<file path="src/rtl/vvp_acc_if.sv">
// Beat and result handshake bundle for one vvp_acc lane.
// Master is the lane controller/consumer side; slave is the accumulator.
interface vvp_acc_if #(
    parameter int SW = 8,
    parameter int OW = 32
);
    logic                 in_vld;
    logic                 in_rdy;
    logic signed [SW-1:0] S;
    logic                 sh;
    logic                 neg;
    logic                 last;
    logic                 out_vld;
    logic                 out_rdy;
    logic signed [OW-1:0] out;
    logic                 out_ovf;

    modport master (
        output in_vld, S, sh, neg, last, out_rdy,
        input  in_rdy, out_vld, out, out_ovf
    );

    modport slave (
        input  in_vld, S, sh, neg, last, out_rdy,
        output in_rdy, out_vld, out, out_ovf
    );
endinterface

</file>
<file path="src/rtl/vvp_acc.sv">
// Bit-serial Horner accumulator: acc = (acc << sh) +/- S per accepted beat,
// emitting the finished dot product with a sticky overflow flag.
module vvp_acc #(
    parameter int N  = 64,
    parameter int SW = $clog2(N) + 2,
    parameter int OW = 32
) (
    input logic      clk,
    input logic      rst,
    vvp_acc_if.slave bus
);

    typedef enum logic {
        IDLE,
        ACC
    } state_t;

    state_t               state, state_d;
    logic signed [OW-1:0] acc, acc_d;
    logic                 sticky, sticky_d;
    logic signed [OW-1:0] out_q, out_d;
    logic                 ovf_q, ovf_d;
    logic                 vld_q, vld_d;

    logic                 in_rdy;
    logic                 accept;
    logic        [OW-1:0] base;
    logic                 shift_ovf;
    logic signed [OW:0]   s_ext;
    logic signed [OW:0]   addend;
    logic        [OW+1:0] sum;
    logic                 add_ovf;
    logic                 ovf_beat;
    logic        [OW-1:0] nxt;

    assign in_rdy = !vld_q || bus.out_rdy;
    assign accept = bus.in_vld && in_rdy;

    // Datapath: S is widened to OW+1 so negating its most negative value is exact,
    // and the sum carries two guard bits so the add overflow test sees full precision.
    always_comb begin
        base      = '0;
        shift_ovf = 1'b0;
        if (state == ACC) begin
            if (bus.sh) begin
                base      = {acc[OW-2:0], 1'b0};
                shift_ovf = acc[OW-1] ^ acc[OW-2];
            end else begin
                base = acc;
            end
        end
        s_ext    = {{(OW + 1 - SW){bus.S[SW-1]}}, bus.S};
        addend   = bus.neg ? -s_ext : s_ext;
        sum      = {{2{base[OW-1]}}, base} + {addend[OW], addend};
        add_ovf  = (sum[OW+1] != sum[OW]) || (sum[OW] != sum[OW-1]);
        ovf_beat = shift_ovf || add_ovf;
        nxt      = sum[OW-1:0];
    end

    always_comb begin
        state_d  = state;
        acc_d    = acc;
        sticky_d = sticky;
        out_d    = out_q;
        ovf_d    = ovf_q;
        vld_d    = vld_q && !bus.out_rdy;
        if (accept) begin
            if (bus.last) begin
                out_d    = nxt;
                ovf_d    = sticky || ovf_beat;
                vld_d    = 1'b1;
                acc_d    = '0;
                sticky_d = 1'b0;
                state_d  = IDLE;
            end else begin
                acc_d    = nxt;
                sticky_d = sticky || ovf_beat;
                state_d  = ACC;
            end
        end
    end

    always_ff @(posedge clk) begin
        if (rst) begin
            state  <= IDLE;
            acc    <= '0;
            sticky <= 1'b0;
            out_q  <= '0;
            ovf_q  <= 1'b0;
            vld_q  <= 1'b0;
        end else begin
            state  <= state_d;
            acc    <= acc_d;
            sticky <= sticky_d;
            out_q  <= out_d;
            ovf_q  <= ovf_d;
            vld_q  <= vld_d;
        end
    end

    assign bus.in_rdy  = in_rdy;
    assign bus.out_vld = vld_q;
    assign bus.out     = out_q;
    assign bus.out_ovf = ovf_q;

endmodule

</file>
<file path="src/flat_wrapper.sv">
// flat-port wrapper written by rule: the top's interface ports become plain ports
module vvp_acc_flat 
#(
    parameter int N  = 64,
    parameter int SW = $clog2(N) + 2,
    parameter int OW = 32
)
  (clk, rst, bus_in_vld, bus_S, bus_sh, bus_neg, bus_last, bus_out_rdy, bus_in_rdy, bus_out_vld, bus_out, bus_out_ovf);
  vvp_acc_if #(.SW(SW), .OW(OW)) bus_i ();
  input logic clk;
  input logic rst;
  input wire logic [$bits(bus_i.in_vld)-1:0] bus_in_vld;
  input wire logic [$bits(bus_i.S)-1:0] bus_S;
  input wire logic [$bits(bus_i.sh)-1:0] bus_sh;
  input wire logic [$bits(bus_i.neg)-1:0] bus_neg;
  input wire logic [$bits(bus_i.last)-1:0] bus_last;
  input wire logic [$bits(bus_i.out_rdy)-1:0] bus_out_rdy;
  output wire logic [$bits(bus_i.in_rdy)-1:0] bus_in_rdy;
  output wire logic [$bits(bus_i.out_vld)-1:0] bus_out_vld;
  output wire logic [$bits(bus_i.out)-1:0] bus_out;
  output wire logic [$bits(bus_i.out_ovf)-1:0] bus_out_ovf;
  assign bus_i.in_vld = bus_in_vld;
  assign bus_i.S = bus_S;
  assign bus_i.sh = bus_sh;
  assign bus_i.neg = bus_neg;
  assign bus_i.last = bus_last;
  assign bus_i.out_rdy = bus_out_rdy;
  assign bus_in_rdy = bus_i.in_rdy;
  assign bus_out_vld = bus_i.out_vld;
  assign bus_out = bus_i.out;
  assign bus_out_ovf = bus_i.out_ovf;
  vvp_acc #(.N(N), .SW(SW), .OW(OW)) u_core (.clk(clk), .rst(rst), .bus(bus_i));
endmodule
</file>
<file path="config.mk">
export PLATFORM = sky130hd
export DESIGN_NAME = vvp_acc_flat
export DESIGN_NICKNAME = d
export VERILOG_FILES = /design/src/rtl/vvp_acc_if.sv /design/src/rtl/vvp_acc.sv /design/src/flat_wrapper.sv
export SDC_FILE = /design/constraint.sdc
export NUM_CORES = 1
export LEC_CHECK = 0
export CORE_ASPECT_RATIO = 1.5
export CORE_MARGIN = 2
export CORE_UTILIZATION = 53
export CTS_BUF_LIST = sky130_fd_sc_hd__clkbuf_16
export DETAILED_ROUTE_END_ITERATION = 12
export GPL_TIMING_DRIVEN = 0
export PLACE_DENSITY_LB_ADDON = 0.15
export SLEW_MARGIN = 20
export SYNTH_ARGS = -nofsm -noshare
export SYNTH_HDL_FRONTEND = slang
export SYNTH_SLANG_ARGS = --single-unit
</file>
<file path="constraint.sdc">
create_clock -name clk -period 4.07 [get_ports clk]
set_clock_uncertainty 0.1 [all_clocks]
set_input_delay 0.814 -clock clk [delete_from_list [all_inputs] [get_ports clk]]
set_output_delay 0.814 -clock clk [all_outputs]
set_load 0.02 [all_outputs]
</file>
Word-level counts from Yosys, hierarchy flattened. Index checks and enable logic that the tools add are counted.

Add/subtract/negate cells: 2. Equality and inequality tests: 2. Multiplexer cells: 10. Bitwise operators: 1. Reductions and logical operators: 9.

Operator list (number): two-way mux 32 bit (3); adder 32 x 33 -> 34 bit (1); two-way mux 33 bit (1); negator 8 -> 33 bit (1); two-way mux 1 bit (6); logical OR 1 bit (4); logical AND 1 bit (2); logical NOT 1 bit (2); != test 1 bit (2); AND reduction 2 bit (1); bitwise XOR 1 bit (1).

Flip-flop bits (word level): 68. Input bits: 15. Output and inout port bits: 35. Logic and storage cells: 30.

Logic depth before layout (Yosys ltp).
Depth after elaboration: 8. Gate-level depth with buffers: 17. Gate-level depth less buffers: 17.

Least setup slack after synthesis. Ideal clock, no wire load.

Path kind: input-to-reg. Start: input port bus_S[6]. End: register u_core.out_q[30], in the netlist u_core.bus.out[30]. Library setup time: 124 ps. Data arrival time: 4174 ps. Required time: 3846 ps. Setup slack: -328 ps. Cell stages on the path: 15. Buffers on the path: 1. Cells stage by stage: or3_1 > or3_1 > ha_1 > a21oi_1 > ha_1 > buf_4 > and2_1 > and4_4 > a221o_1 > o311ai_2 > nand2b_2 > a21bo_1 > a31oi_1 > xor2_1 > o21ai_1.

Longest elaborated chain between the ends: 3.

Ends and longest elaborated chain: start: declaration (line flat_wrapper.sv:13) `input wire logic [$bits(bus_i.S)-1:0] bus_S;`; negator 8 -> 33 bit (line vvp_acc.sv:53) `addend = bus.neg ? -s_ext : s_ext;`; two-way mux 33 bit (*) (line vvp_acc.sv:53); adder 32 x 33 -> 34 bit (*) (line vvp_acc.sv:54) `sum = {{2{base[OW-1]}}, base} + {addend[OW], addend};`; end signal: assignment (line vvp_acc.sv:95) `out_q <= out_d;`; end: declaration (line vvp_acc.sv:21) `logic signed [OW-1:0] out_q, out_d;`.

Every way passes the cells marked *; elsewhere a longest branch is shown, timed or not. A chain may end at the register's enable or synchronous reset.

Worst setup path in the final report.
Start: input port bus_S[1]. End: register u_core.ovf_q, in the netlist u_core.bus.out_ovf.

Longest elaborated chain between the ends: 7. Elaborated cells on any way between the ends: 8. Those cells by class: add/sub: 2; eq/ne: 2; mux: 1; reduce/logical: 3.

Ends and longest elaborated chain: negator 8 -> 33 bit (line vvp_acc.sv:53); two-way mux 33 bit (*) (line vvp_acc.sv:53); adder 32 x 33 -> 34 bit (*) (line vvp_acc.sv:54); != test 1 bit (line vvp_acc.sv:55) `add_ovf = (sum[OW+1] != sum[OW]) || (sum[OW] != sum[OW-1]);`; logical OR 1 bit (*) (line vvp_acc.sv:55); logical OR 1 bit (*) (line vvp_acc.sv:56) `ovf_beat = shift_ovf || add_ovf;`; logical OR 1 bit (*) (line vvp_acc.sv:70) `ovf_d = sticky || ovf_beat;`; end signal: assignment (line vvp_acc.sv:96) `ovf_q <= ovf_d;`; end: declaration (line vvp_acc.sv:22) `logic ovf_q, ovf_d;`.

Marks and branches as above.

==> results.cfg <==
[floorplan]
initial_standard_cell_utilization_of_the_core_pct = 54.6
num_rows = 43
num_io_pins = 50
floorplan.die.width_um = 83.7
coreArea_um2 = 9250
floorplan.die_area_um2 = 10300
die_height_um = 124

[pwr]
power_switching_share_pct = 32.4
powerDensity_nw_per_um2 = 302
power_leakage_uw = 0.00281
comb_power_share_pct = 28.1
report.power.total_uw = 2140
clock_power_share_pct = 37.7
power.switching_uw = 695
pwr-share-seq_pct = 34.2
vdd.ir_drop.worst_v = 0.000294
internal_power_uw = 1450

[synthesis]
netlist.area_leader.share_pct = 27.0
number_of_warnings_issued_by_yosys = 0
commonest_cells_post_synth = sky130_fd_sc_hd__dfxtp_1, sky130_fd_sc_hd__nand2_1, sky130_fd_sc_hd__a21oi_1
syn-cell-area_um2 = 5050
syn-num-nets = 660
post_synth_inst_count = 602
yosysSeqAreaShare_pct = 27.0
synth.lib_cells_used.distinct = 74
syn_area_per_cell_um2 = 8.39
async_flop_share_pct = 0
ys_seq_elements = 68
synth-edff-count = 0
synth_ff_type = sky130_fd_sc_hd__dfxtp_1
post_synth_main_area_contributors = sky130_fd_sc_hd__dfxtp_1, sky130_fd_sc_hd__ha_1, sky130_fd_sc_hd__mux2i_1
yosys.area.top_type = sky130_fd_sc_hd__dfxtp_1
yosysMostFrequentCell = sky130_fd_sc_hd__dfxtp_1

[status]
violations = negative setup slack
outcome = complete, but fails checks

[global_route]
grt_max_degree = 15
grt.overflow.total = 0
via_count_of_the_first_global_routing_pass = 5086
antenna_found_initial = 0
grt_pass1_wl_um = 25400
grt.total_usage_pct = 32.0

[worst_setup_path]
worst_ep_arrival_time_ns = 4.62
worst_ep_required_time_ns = 4.18
slowest_stage = sky130_fd_sc_hd__a2111oi_2
cp-end-kind = flop
cpLargestDelayFamily = compound AO/OA/AOI/OAI gates
worstPathBufferInverterCount = 6
setup.worst_path.class = in -> reg
timing.critical_path.cells = clkdlybuf4s15_2, inv_2, buf_4, nand3_4, nor2_4, buf_4, inv_1, ha_1, a21oi_1, ha_2, o21ai_4, a2111oi_2, a22oi_2, a2111oi_4, or3_4, buf_6, nand4_1, o211a_1, a21oi_4, o21ai_2
cp_slowest_stage_delay_ns = 0.44
timing.critical_path.from_type = input pin
worst_path_most_repeated_cell = sky130_fd_sc_hd__buf_4
timing.critical_path.fanout_max = 6

[sta]
hold_viol = 0
hold-worst-slack_ns = 0.349
report.final.setup_viol = 36
rsz0062_at_grt = true
timing.final.crit_period_ns = 4.51
max_freq_mhz = 222
postLayoutSetupSlackWorst_ns = -0.442
final.period_utilization_pct = 111
report.final.slew_viol_count = 0
slew_headroom_pct = 54.3
timing_worst_slew_pin_value_ns = 0.685

[place]
place_congestion = 0.954
io_buffers = 46
post_dp_hpwl_um = 12700

[drt]
routed_via_count_divided_by_cell_count = 6.42
detail_route.wl_per_cell_um = 21.5
drt-total-wl_um = 17800
detail_route.wirelength.met1_um = 5990
via_count = 5326
met2_wl_post_dr_um = 9390
detailedRoute.firstPassIterationCount = 6
drt_iter0_markers = 312
top_layer_used = met4
drc_violation_count_after_routing = 0
met3RoutedLength_um = 802
drtAntennaViolNets = 0

[cts]
tritoncts = done
insertion_delay_ns = 0.34
clk_pin_slew_ns = 0.06
clock_tree.htree_level_count = 3
clock_tree.buffer_depth = 2
cts_inserted_buffers = 9
total_clock_sinks = 68
ctsRootBufferMaster = sky130_fd_sc_hd__clkbuf_16

[flow_run]
drv.max_cap_violation_count = 0

[cells_and_area]
final_net_count = 770
final_layout_size_suffix_gt1_share_pct = 28.6
insertedDiodeCount = 0
layout.filler_cells = 670
areaGrowthSynthToFinish_pct = 40.4
area_taken_by_multi_input_logic_gates_um2 = 4180
final-seq-area_um2 = 1360

[hold_path]
hold_class = reg -> reg
-- through the flow --
step	setup TNS, ns	cell area, um^2	util, %	worst slack, ns	instances
finish	-6.82	7090	76.6	-0.442	829
global route	-11.49	7090	76.6	-0.599	829
CTS	-3.15	6480	70.1	-0.395	809
detailed placement	-39.96	5680	61.3	-1.24	760
global placement	-37.11	5680	61.3	-1.21	760
floorplan	-0.832	5080	-	-0.172	602
-- routing by layer --
layer / GRT usage (%) / vias up
met4: 25.5 / 0
met5: 0 / -
li1: - / 2441
met3: 4.41 / 105
met1: 31.3 / 2545
met2: 59.8 / 235
-- registers in the layout, summed over array words and instances (netlist names) --
signal and cells:
u_core.state 1, u_core.sticky 1, u_core.bus.out_vld 1, u_core.acc 32, u_core.bus.out_ovf 1, u_core.bus.out 32
-- placed cells by master, fill, tap and decap left out, drive strengths merged, types with 5 or more instances in the layout --
cell type       n
nand3b          9
clkdlybuf4s50  38
a21o           10
a22o           22
mux2i          31
clkbuf         30
xnor2          20
nand3          10
nor2b          33
o21a            8
a21oi          48
and3            5
nor3            5
o211ai          5
nand2          57
dfxtp          68
o21ai          33
inv            15
or3             9
xor2           11
buf            70
nor2           43
nand2b          5
a22oi          23
ha             42
-- power groups by stage --
stage / Clock, uW / Sequential, uW / Combinational, uW
3_5_place_dp: 0 / 745 / 466
4_1_cts: 810 / 731 / 517
5_1_grt: 837 / 735 / 641
3_3_place_gp: 0 / 744 / 456
6_report: 808 / 732 / 602
2_1_floorplan: 0 / 763 / 285
-- what timing repair did --
action                                  in CTS  in global routing
hold buffers                                 0                  0
pin swaps                                   30                 49
cloned                                       0                  1
endpoints found under the setup margin      42                 39
resized for setup                           77                100
setup buffers                               33                 21
-- cell type report --
cell class                      count  share of cell area [%]
Tap cell                          112                    1.98
Inverter                           13                   0.741
Timing Repair inverter              1                   0.106
Sequential cell                    68                    19.2
Multi-Input combinational cell    488                    58.9
Clock inverter                      7                    1.15
Timing Repair Buffer              100                    12.2
Clock buffer                        9                    3.18
Buffer                             31                    2.51
-- worst reg2reg max path: stages, from the launching register on --
cell                        delay (ns)
sky130_fd_sc_hd__dfxtp_1          0.48
sky130_fd_sc_hd__clkbuf_1         0.32
sky130_fd_sc_hd__nor2b_1          0.34
sky130_fd_sc_hd__ha_2             0.37
sky130_fd_sc_hd__o21ai_4          0.11
sky130_fd_sc_hd__a2111oi_2        0.44
sky130_fd_sc_hd__a22oi_2          0.17
sky130_fd_sc_hd__a2111oi_4        0.41
sky130_fd_sc_hd__or3_4            0.21
sky130_fd_sc_hd__buf_6            0.09
sky130_fd_sc_hd__nand4_1          0.09
sky130_fd_sc_hd__o211a_1          0.28
sky130_fd_sc_hd__a21oi_4          0.21
sky130_fd_sc_hd__o21ai_2          0.06
-- final timing paths --
| check | slack, ns | cells after the start | startpoint | to |
|---|---|---|---|---|
| setup / recovery | -0.44 | 20 | bus_S[1] | u_core.bus.out_ovf$_SDFFE_PP0P_ |
| hold / removal | 0.35 | 2 | u_core.bus.out[30]$_SDFFE_PP0P_ | u_core.bus.out[30]$_SDFFE_PP0P_ |
| setup reg to reg | 0.27 | 13 | u_core.state$_SDFFE_PP0P_ | u_core.bus.out_ovf$_SDFFE_PP0P_ |
| hold reg to reg | 0.35 | 2 | u_core.bus.out[30]$_SDFFE_PP0P_ | u_core.bus.out[30]$_SDFFE_PP0P_ |
-- logic make-up (layout without fill, tap and decap cells) --
kind of cell               after synthesis  in the layout  share of synthesized area [%]
adders and majority gates               43             43                           10.8
muxes                                   31             31                           6.14
DFF                                     68             68                           27.0
AOI/OAI and AO/OA                      181            181                           25.2
buffers and inverters                   46            161                           4.63
xor gates and xnor gates                31             31                           5.38
and+or+nand+nor                        202            202                           20.8
(Power assumes the default switching activity.)
